## src/rtl/counter_cdc_rx_if.sv

```systemverilog
// rtl/counter_cdc_rx_if.sv - Gray counter input and decoded outputs of counter_cdc_rx
interface counter_cdc_rx_if #(
  parameter int BITS = 20
);
  logic [BITS-1:0] gray_src;
  logic            err_clr_dst;
  logic [BITS-1:0] counter_dst;
  logic [BITS-1:0] delta_dst;
  logic            valid_dst;
  logic            err_dst;

  modport master (
    output gray_src, err_clr_dst,
    input  counter_dst, delta_dst, valid_dst, err_dst
  );

  modport slave (
    input  gray_src, err_clr_dst,
    output counter_dst, delta_dst, valid_dst, err_dst
  );
endinterface

```

## src/rtl/counter_cdc_rx.sv

```systemverilog
// rtl/counter_cdc_rx.sv - Gray counter CDC receiver with delta tracking; step check under COUNTER_CDC_RX_STEP_CHECK_EN
module counter_cdc_rx #(
  parameter int BITS        = 20,
  parameter int SYNC_STAGES = 2,
  parameter int MAX_STEP    = 3
) (
  input  logic               clk_dst,
  input  logic               rst_dst_n,
  counter_cdc_rx_if.slave    bus
);

  localparam int FW = $clog2(SYNC_STAGES + 1);

  typedef enum logic [1:0] {S_FLUSH, S_LOAD, S_RUN} state_t;

  state_t          state_q, state_d;
  logic [FW-1:0]   flush_q, flush_d;
  logic [BITS-1:0] sync_q [SYNC_STAGES];
  logic [BITS-1:0] gray_s;
  logic [BITS-1:0] bin_d, bin_q;
  logic [BITS-1:0] counter_q, counter_d;
  logic [BITS-1:0] delta_q, delta_d;
  logic [BITS-1:0] delta;
  logic            valid_q, valid_d;
  logic            err_q;

  assign gray_s = sync_q[SYNC_STAGES-1];
  assign delta  = bin_q - counter_q;

  // synchronizer chain for the asynchronous Gray bus
  always_ff @(posedge clk_dst or negedge rst_dst_n) begin
    if (!rst_dst_n) begin
      for (int i = 0; i < SYNC_STAGES; i++) sync_q[i] <= '0;
    end else begin
      sync_q[0] <= bus.gray_src;
      for (int i = 1; i < SYNC_STAGES; i++) sync_q[i] <= sync_q[i-1];
    end
  end

  // Gray to binary: each bit is the XOR of all Gray bits at or above it
  always_comb begin
    bin_d = '0;
    for (int i = 0; i < BITS; i++) bin_d[i] = ^(gray_s >> i);
  end

  // state, flush counter, decoded sample and output registers
  always_ff @(posedge clk_dst or negedge rst_dst_n) begin
    if (!rst_dst_n) begin
      state_q   <= S_FLUSH;
      flush_q   <= '0;
      bin_q     <= '0;
      counter_q <= '0;
      delta_q   <= '0;
      valid_q   <= 1'b0;
    end else begin
      state_q   <= state_d;
      flush_q   <= flush_d;
      bin_q     <= bin_d;
      counter_q <= counter_d;
      delta_q   <= delta_d;
      valid_q   <= valid_d;
    end
  end

  // flush until the pipeline holds real data, load once, then track changes
  always_comb begin
    state_d   = state_q;
    flush_d   = flush_q;
    counter_d = counter_q;
    delta_d   = delta_q;
    valid_d   = 1'b0;
    unique case (state_q)
      S_FLUSH: begin
        if (flush_q == FW'(SYNC_STAGES)) state_d = S_LOAD;
        else                             flush_d = flush_q + FW'(1);
      end
      S_LOAD: begin
        counter_d = bin_q;
        delta_d   = '0;
        valid_d   = 1'b1;
        state_d   = S_RUN;
      end
      S_RUN: begin
        if (delta != '0) begin
          counter_d = bin_q;
          delta_d   = delta;
          valid_d   = 1'b1;
        end
      end
      default: state_d = S_FLUSH;
    endcase
  end

`ifdef COUNTER_CDC_RX_STEP_CHECK_EN
  logic step_bad;

  // a backward step shows up as a huge modulo delta and trips this too
  assign step_bad = (state_q == S_RUN) && (delta > BITS'(MAX_STEP));

  // sticky error; a new violation beats a simultaneous clear
  always_ff @(posedge clk_dst or negedge rst_dst_n) begin
    if (!rst_dst_n)           err_q <= 1'b0;
    else if (step_bad)        err_q <= 1'b1;
    else if (bus.err_clr_dst) err_q <= 1'b0;
  end
`else
  assign err_q = 1'b0;
`endif

  assign bus.counter_dst = counter_q;
  assign bus.delta_dst   = delta_q;
  assign bus.valid_dst   = valid_q;
  assign bus.err_dst     = err_q;

endmodule
```

## src/flat_wrapper.sv

```systemverilog
// flat-port wrapper written by rule: the top's interface ports become plain ports
module counter_cdc_rx_flat 
#(
  parameter int BITS        = 20,
  parameter int SYNC_STAGES = 2,
  parameter int MAX_STEP    = 3
)
  (clk_dst, rst_dst_n, bus_gray_src, bus_err_clr_dst, bus_counter_dst, bus_delta_dst, bus_valid_dst, bus_err_dst);
  counter_cdc_rx_if #(.BITS(BITS)) bus_i ();
  input  logic clk_dst;
  input  logic rst_dst_n;
  input wire logic [$bits(bus_i.gray_src)-1:0] bus_gray_src;
  input wire logic [$bits(bus_i.err_clr_dst)-1:0] bus_err_clr_dst;
  output wire logic [$bits(bus_i.counter_dst)-1:0] bus_counter_dst;
  output wire logic [$bits(bus_i.delta_dst)-1:0] bus_delta_dst;
  output wire logic [$bits(bus_i.valid_dst)-1:0] bus_valid_dst;
  output wire logic [$bits(bus_i.err_dst)-1:0] bus_err_dst;
  assign bus_i.gray_src = bus_gray_src;
  assign bus_i.err_clr_dst = bus_err_clr_dst;
  assign bus_counter_dst = bus_i.counter_dst;
  assign bus_delta_dst = bus_i.delta_dst;
  assign bus_valid_dst = bus_i.valid_dst;
  assign bus_err_dst = bus_i.err_dst;
  counter_cdc_rx #(.BITS(BITS), .SYNC_STAGES(SYNC_STAGES), .MAX_STEP(MAX_STEP)) u_core (.clk_dst(clk_dst), .rst_dst_n(rst_dst_n), .bus(bus_i));
endmodule
```

## config.mk

```make
export PLATFORM = sky130hd
export DESIGN_NAME = counter_cdc_rx_flat
export DESIGN_NICKNAME = d
export VERILOG_FILES = /design/src/rtl/counter_cdc_rx_if.sv /design/src/rtl/counter_cdc_rx.sv /design/src/flat_wrapper.sv
export SDC_FILE = /design/constraint.sdc
export NUM_CORES = 1
export LEC_CHECK = 0
export BUFFER_PORTS_ARGS = -buffer_cell sky130_fd_sc_hd__buf_2
export CAP_MARGIN = 20
export CELL_PAD_IN_SITES_DETAIL_PLACEMENT = 2
export CELL_PAD_IN_SITES_GLOBAL_PLACEMENT = 2
export CORE_UTILIZATION = 35
export CTS_CLUSTER_DIAMETER = 120
export DETAILED_ROUTE_END_ITERATION = 10
export GPL_ROUTABILITY_DRIVEN = 0
export PLACE_DENSITY = 0.79
export SYNTH_ARGS = -nofsm -noshare
export SYNTH_HDL_FRONTEND = slang
export SYNTH_SLANG_ARGS = --single-unit
```

## constraint.sdc

```tcl
create_clock -name clk_dst -period 3.5 [get_ports clk_dst]
set_input_delay 0.525 -clock clk_dst [delete_from_list [all_inputs] [get_ports clk_dst]]
set_output_delay 0.525 -clock clk_dst [all_outputs]
set_load 0.005 [all_outputs]
```

# After elaboration in Yosys (flattened, before gate mapping)

Index checks and enable logic that the tools add are counted.
Widths: inputs -> output; s select.

Add/subtract/negate cells: 2
Multipliers: 0
Div/mod/pow operators: 0
Order comparisons: 0
Equal/unequal tests: 5
Shifts and indexed selects: 0
Mux-type cells: 8
Bitwise gates (word level): 2
Reductions and logical operators: 26

Operators with widths:

| cell                | number |
|---|---|
| $reduce_xor 20->1   | 20 |
| $pmux 20 s2         | 2 |
| $mux 20             | 2 |
| $reduce_bool 20->1  | 1 |
| $sub 20x20->20      | 1 |
| $pmux 2 s3          | 1 |
| $reduce_and 2->1    | 3 |
| $eq 2x2->1 const B  | 2 |
| $ne 2x1->1 const B  | 2 |
| $add 2x1->2 const B | 1 |
| $eq 2x1->1 const B  | 1 |
| $logic_not 2->1     | 1 |
| $mux 2              | 1 |
| $not 1->1           | 2 |
| $pmux 1 s2          | 1 |
| $reduce_bool 2->1   | 1 |
| $mux 1              | 1 |

Register bits: 105
Latch bits: 0
Bits in writable memories: 0
Bits in read-only memories: 0
Input port bits: 23
Output and inout bits: 42
Logic and storage cells: 51
Memories kept: 0

# Logic depth before layout (Yosys ltp)

Word-level depth: 4
Depth in mapped cells: 15
Gate-level depth less buffers: 13

# Worst setup path after synthesis

OpenSTA, ideal clock, no wires.

Path type: register to register
Start point: register u_core.bin_q[0]
End point: register u_core.counter_q[10] (netlist: u_core.bus.counter_dst[10])
Setup time: 0.125 ns
Data arrival time: 3.639 ns
Data required time: 3.375 ns
Slack: -0.265 ns
Cell stages (with the launch flop): 16
Path buffers: 2
Clock period less this slack: 3.765 ns
Cell sequence: dfrtp_1 inv_1 ha_1 inv_1 fa_1 a211oi_1 o21ai_1 xor2_1 or4b_1 or3_1 nor4_1 nand4b_1 o32a_1 buf_6 buf_6 mux2_4

Word-level cells in the longest chain between the ends: 4

RTL lines:

| item                              | line                 | text |
|---|---|---|
| start: declaration                | counter_cdc_rx.sv:20 | `logic [BITS-1:0] bin_d, bin_q;` |
| start signal: assignment          | counter_cdc_rx.sv:58 | `bin_q <= bin_d;` |
| $sub 20x20->20                    | counter_cdc_rx.sv:28 | `assign delta = bin_q - counter_q;` |
| $reduce_bool 20->1                | counter_cdc_rx.sv:84 | `if (delta != '0) begin` |
| $ne 2x1->1 (no source line)       | n/a                  |  |
| $reduce_and 2->1 (no source line) | n/a                  |  |
| end signal: assignment            | counter_cdc_rx.sv:59 | `counter_q <= counter_d;` |
| end: declaration                  | counter_cdc_rx.sv:21 | `logic [BITS-1:0] counter_q, counter_d;` |

Every way passes these cells.
A chain may end at the register's enable or synchronous reset.

# Final worst setup path

Start point: register u_core.bin_q[0]
End point: register u_core.counter_q[12] (netlist: u_core.bus.counter_dst[12])

The elaborated chain is that of the path after synthesis.

==> metrics.yaml <==
synth:
  synth_area_sq_mm: 0.004624
  synth_warnings: 0
  syn_nets: 411
  synthMuxAreaShare: 0.05898
  synth-compound-area-share: 0.1236
  yosys-top-cells-area: "dfrtp_1 57%, ha_1 6.8%, xnor2_1 5.1%"
  syn_inst: 362
  synth_top_family_by_area: "compound AO/OA/AOI/OAI gates"
  syn_area_per_cell_sq_um: 12.77
  synth_seq_cells: 105
  synth_top_area_share: 0.5682
  synth_edf_count: 0
  synthSimpleGateAreaFrac: 0.04545
  yosys.area.top_type: "dfrtp_1"
  synthXorXnorAreaFrac: 0.09010
  ys.flop_type: "dfrtp_1"
  ys_seq_area_frac: 0.5682
  synthAdderAreaFrac: 0.07197
  synth_cell_type_count: 55
  async_flop_share: 1.000
critical_path:
  path_cells: "inv_2, ha_4, inv_2, fa_2, a211oi_2, o21ai_2, xor2_1, or4b_1, or3_1, nor4_1, nand4b_1, o32a_2, clkbuf_16, mux2_4"
  max_stage_delay_ns: 0.53
  worstSetupStartpointType: "register"
  crit_start: "u_core.bin_q[0]"
  crit_path_frequent_cell: "inv_2"
  critPathBufInv: 3
  r2r-start: "u_core.bin_q[0]"
  cp_data_arrival_time_ns: 3.97
  cp_top_family: "simple AND/OR/NAND/NOR gates"
  cp_max_fo: 5
  cp.required_ns: 3.74
  critPathSlowestCell: "or4b_1"
  critPathKind: "reg -> reg"
  endpoint_kind: "register"
cells_and_area:
  final_nets: 517
  register_area_sq_mm: 0.002628
  multi_input_area_sq_mm: 0.001899
  drive_gt1_frac: 0.3369
  fin_area_sq_mm: 0.005849
  fin_util: 0.4579
  antenna_cells: 0
  area_growth_pct: 26.49
  num-fill-cells: 1289
grt:
  gr-usage-all-layers: 0.1919
  grt_pass1_wl_um: 19280
  antenna_found_initial: 0
  overflow: 0
  grt_max_degree: 59
  grt_pass1_vias: 3593
flow_run:
  cap_violations: 0
detailed_routing:
  routed_wl_um: 12100
  postRouteAntennaNets: 0
  dr.pass1.iters: 7
  remaining_drc_errors: 0
  post_drt_wl_per_cell_um: 18.78
  vias_per_cell: 4.905
  drt-initial-drc-count: 73
  num_vias: 3159
pwr:
  power.leakage_nw: 2.809
  comb_power_share: 0.553
  peakVddDrop_v: 0.0003098
  swShare: 0.3904
  seq_power_share: 0.283
  clkPwrFrac: 0.163
  p_sw_mw: 2.485
  p_per_area_mw_per_mm2: 1088
  intPower_mw: 3.880
outcome:
  violations: "setup timing"
  status: "finished, violations left"
sta:
  skew_ns: 0.006848
  finalSetupTns_ns: -6.908
  worstMarginPinSlew_ns: 0.7353
  hold_ws_ns: 0.2275
  period_share: 1.067
  final-hold-violation-count: 0
  finalSetupViolCount: 41
  fmax_mhz: 267.9
  rsz0062_at_grt: "yes"
  fin_ws_ns: -0.2331
  relSlewSlack: 0.5098
  report.final.slew_viol_count: 0
  fin_crit_ns: 3.733
floorplan:
  io_pins: 65
  initial_core_util: 0.3620
  die_area_sq_mm: 0.01368
  core_area_sq_mm: 0.01277
  rows: 41
  fp.dieW_um: 116.9
  fp.dieH_um: 116.9
placement:
  place_ws_ns: -0.2364
  dp_hpwl_um: 8441
  placed_cell_area_sq_mm: 0.005389
  io_buffer_count: 62
hold_path:
  min_path_type: "in -> async"
cts:
  ctsHoldBuffers: 0
  root_buffer: "clkbuf_16"
  cts_max_level: 3
  clkLatencyLatePin_ns: 0.36
  cts_tree: "done"
  cts_buffers: 9
  clockBufferDepth: 2
  clkSinkCount: 105
  clk_pin_slew_worst_paths_ns: 0.07
layer usage:
metal / GRT usage / share of wire
met3: 0.04325 / 0.036
met5: 0 / 0
met2: 0.3535 / 0.54
met1: 0.2181 / 0.41
met4: 0.06667 / 0.017
synth_stat cells (2+ instances only):
master / number
o21a_1: 2
and2_1: 2
ha_1: 25
mux2_4: 10
mux2_2: 10
o21ai_0: 10
o31a_1: 2
buf_6: 3
xor2_1: 18
o211ai_1: 4
nor3_1: 2
a21o_1: 7
o21bai_1: 3
a211oi_1: 2
a22o_1: 14
nor2_1: 7
dfrtp_1: 105
a21oi_1: 16
nand4_1: 3
o2bb2ai_1: 3
a31oi_1: 4
clkbuf_1: 5
and3_1: 2
xnor2_1: 27
or3_1: 2
nand2_1: 13
inv_1: 33
final timing paths:
path,endpoint,slack [ns],depth (start not counted)
setup / recovery,u_core.bus.counter_dst[12],-0.23,14
hold / removal,u_core.sync_q[23],0.23,1
setup reg to reg,u_core.bus.counter_dst[12],-0.23,14
hold reg to reg,u_core.gray_s[7],0.35,0
max in group asynchronous,u_core.bin_q[11],2.42,2
min in group clk_dst,u_core.sync_q[38],0.27,1
what timing repair did:
action                                  CTS  global route
gates cloned                              1             1
endpoints found under the setup margin   40            41
gates resized for setup                  15             6
buffers inserted                          5             0
pin swaps                                 8             2
cells in the final DEF (no fill, tap or decap), types with 3 or more instances in the layout:
cell         n
a21o_1       7
a21oi_1     15
a22o_1      14
a31oi_1      4
buf_2       62
buf_4       37
buf_6        4
clkbuf_16   10
dfrtp_1    105
ha_1        24
inv_1       31
mux2_2      10
mux2_4      10
nand2_1     12
nand4_1      3
nor2_1       7
o211ai_1     4
o21ai_0      8
o21bai_1     3
xnor2_1     25
xor2_1      18
cells by family after synthesis:
| kind of cell | Yosys count |
|---|---|
| AO/OA/AOI/OAI | 80 |
| adder cells (fa/ha/maj) | 26 |
| other | 1 |
| buffers and inverters | 43 |
| multiplexers | 21 |
| XOR/XNOR | 46 |
| AND/OR/NAND/NOR | 40 |
| flip-flops | 105 |
power groups by stage:
stage	sequential [mW]	combinational [mW]	clock [mW]
2_1_floorplan	1.78	2.00	0
3_3_place_gp	1.79	3.08	0
3_5_place_dp	1.83	3.28	0
4_1_cts	1.81	3.47	1.07
5_1_grt	1.85	3.85	1.12
6_report	1.80	3.52	1.04
sequential cells by signal, indices dropped and copies added, names as in the netlist:
name	count
u_core.bus.valid_dst	1
u_core.bin_q	20
u_core.bus.counter_dst	20
u_core.gray_s	20
u_core.sync_q	20
u_core.flush_q	2
u_core.state_q	2
u_core.bus.delta_dst	20
final cells by class:
class,instances,area share
Clock buffer,11,0.04321
Clock inverter,4,0.008984
Inverter,33,0.02118
Multi-Input combinational cell,214,0.3247
Sequential cell,105,0.4492
Tap cell,172,0.03679
Timing Repair Buffer,105,0.1159
worst reg2reg max path: stages (launching register included):
cell and delay [ns]:
dfrtp_1 0.39, inv_2 0.08, ha_4 0.12, inv_2 0.03, fa_2 0.36, a211oi_2 0.23, o21ai_2 0.09, xor2_1 0.17
or4b_1 0.53, or3_1 0.32, nor4_1 0.19, nand4b_1 0.18, o32a_2 0.45, clkbuf_16 0.20, mux2_4 0.29
metrics by stage:
stage,instances,power [mW]
2_1_floorplan,362,3.782
3_3_place_gp,622,4.871
3_5_place_dp,622,5.106
4_1_cts,643,6.354
5_1_grt,644,6.814
6_report,644,6.366
Note: power is estimated with default switching activity, not from simulation.
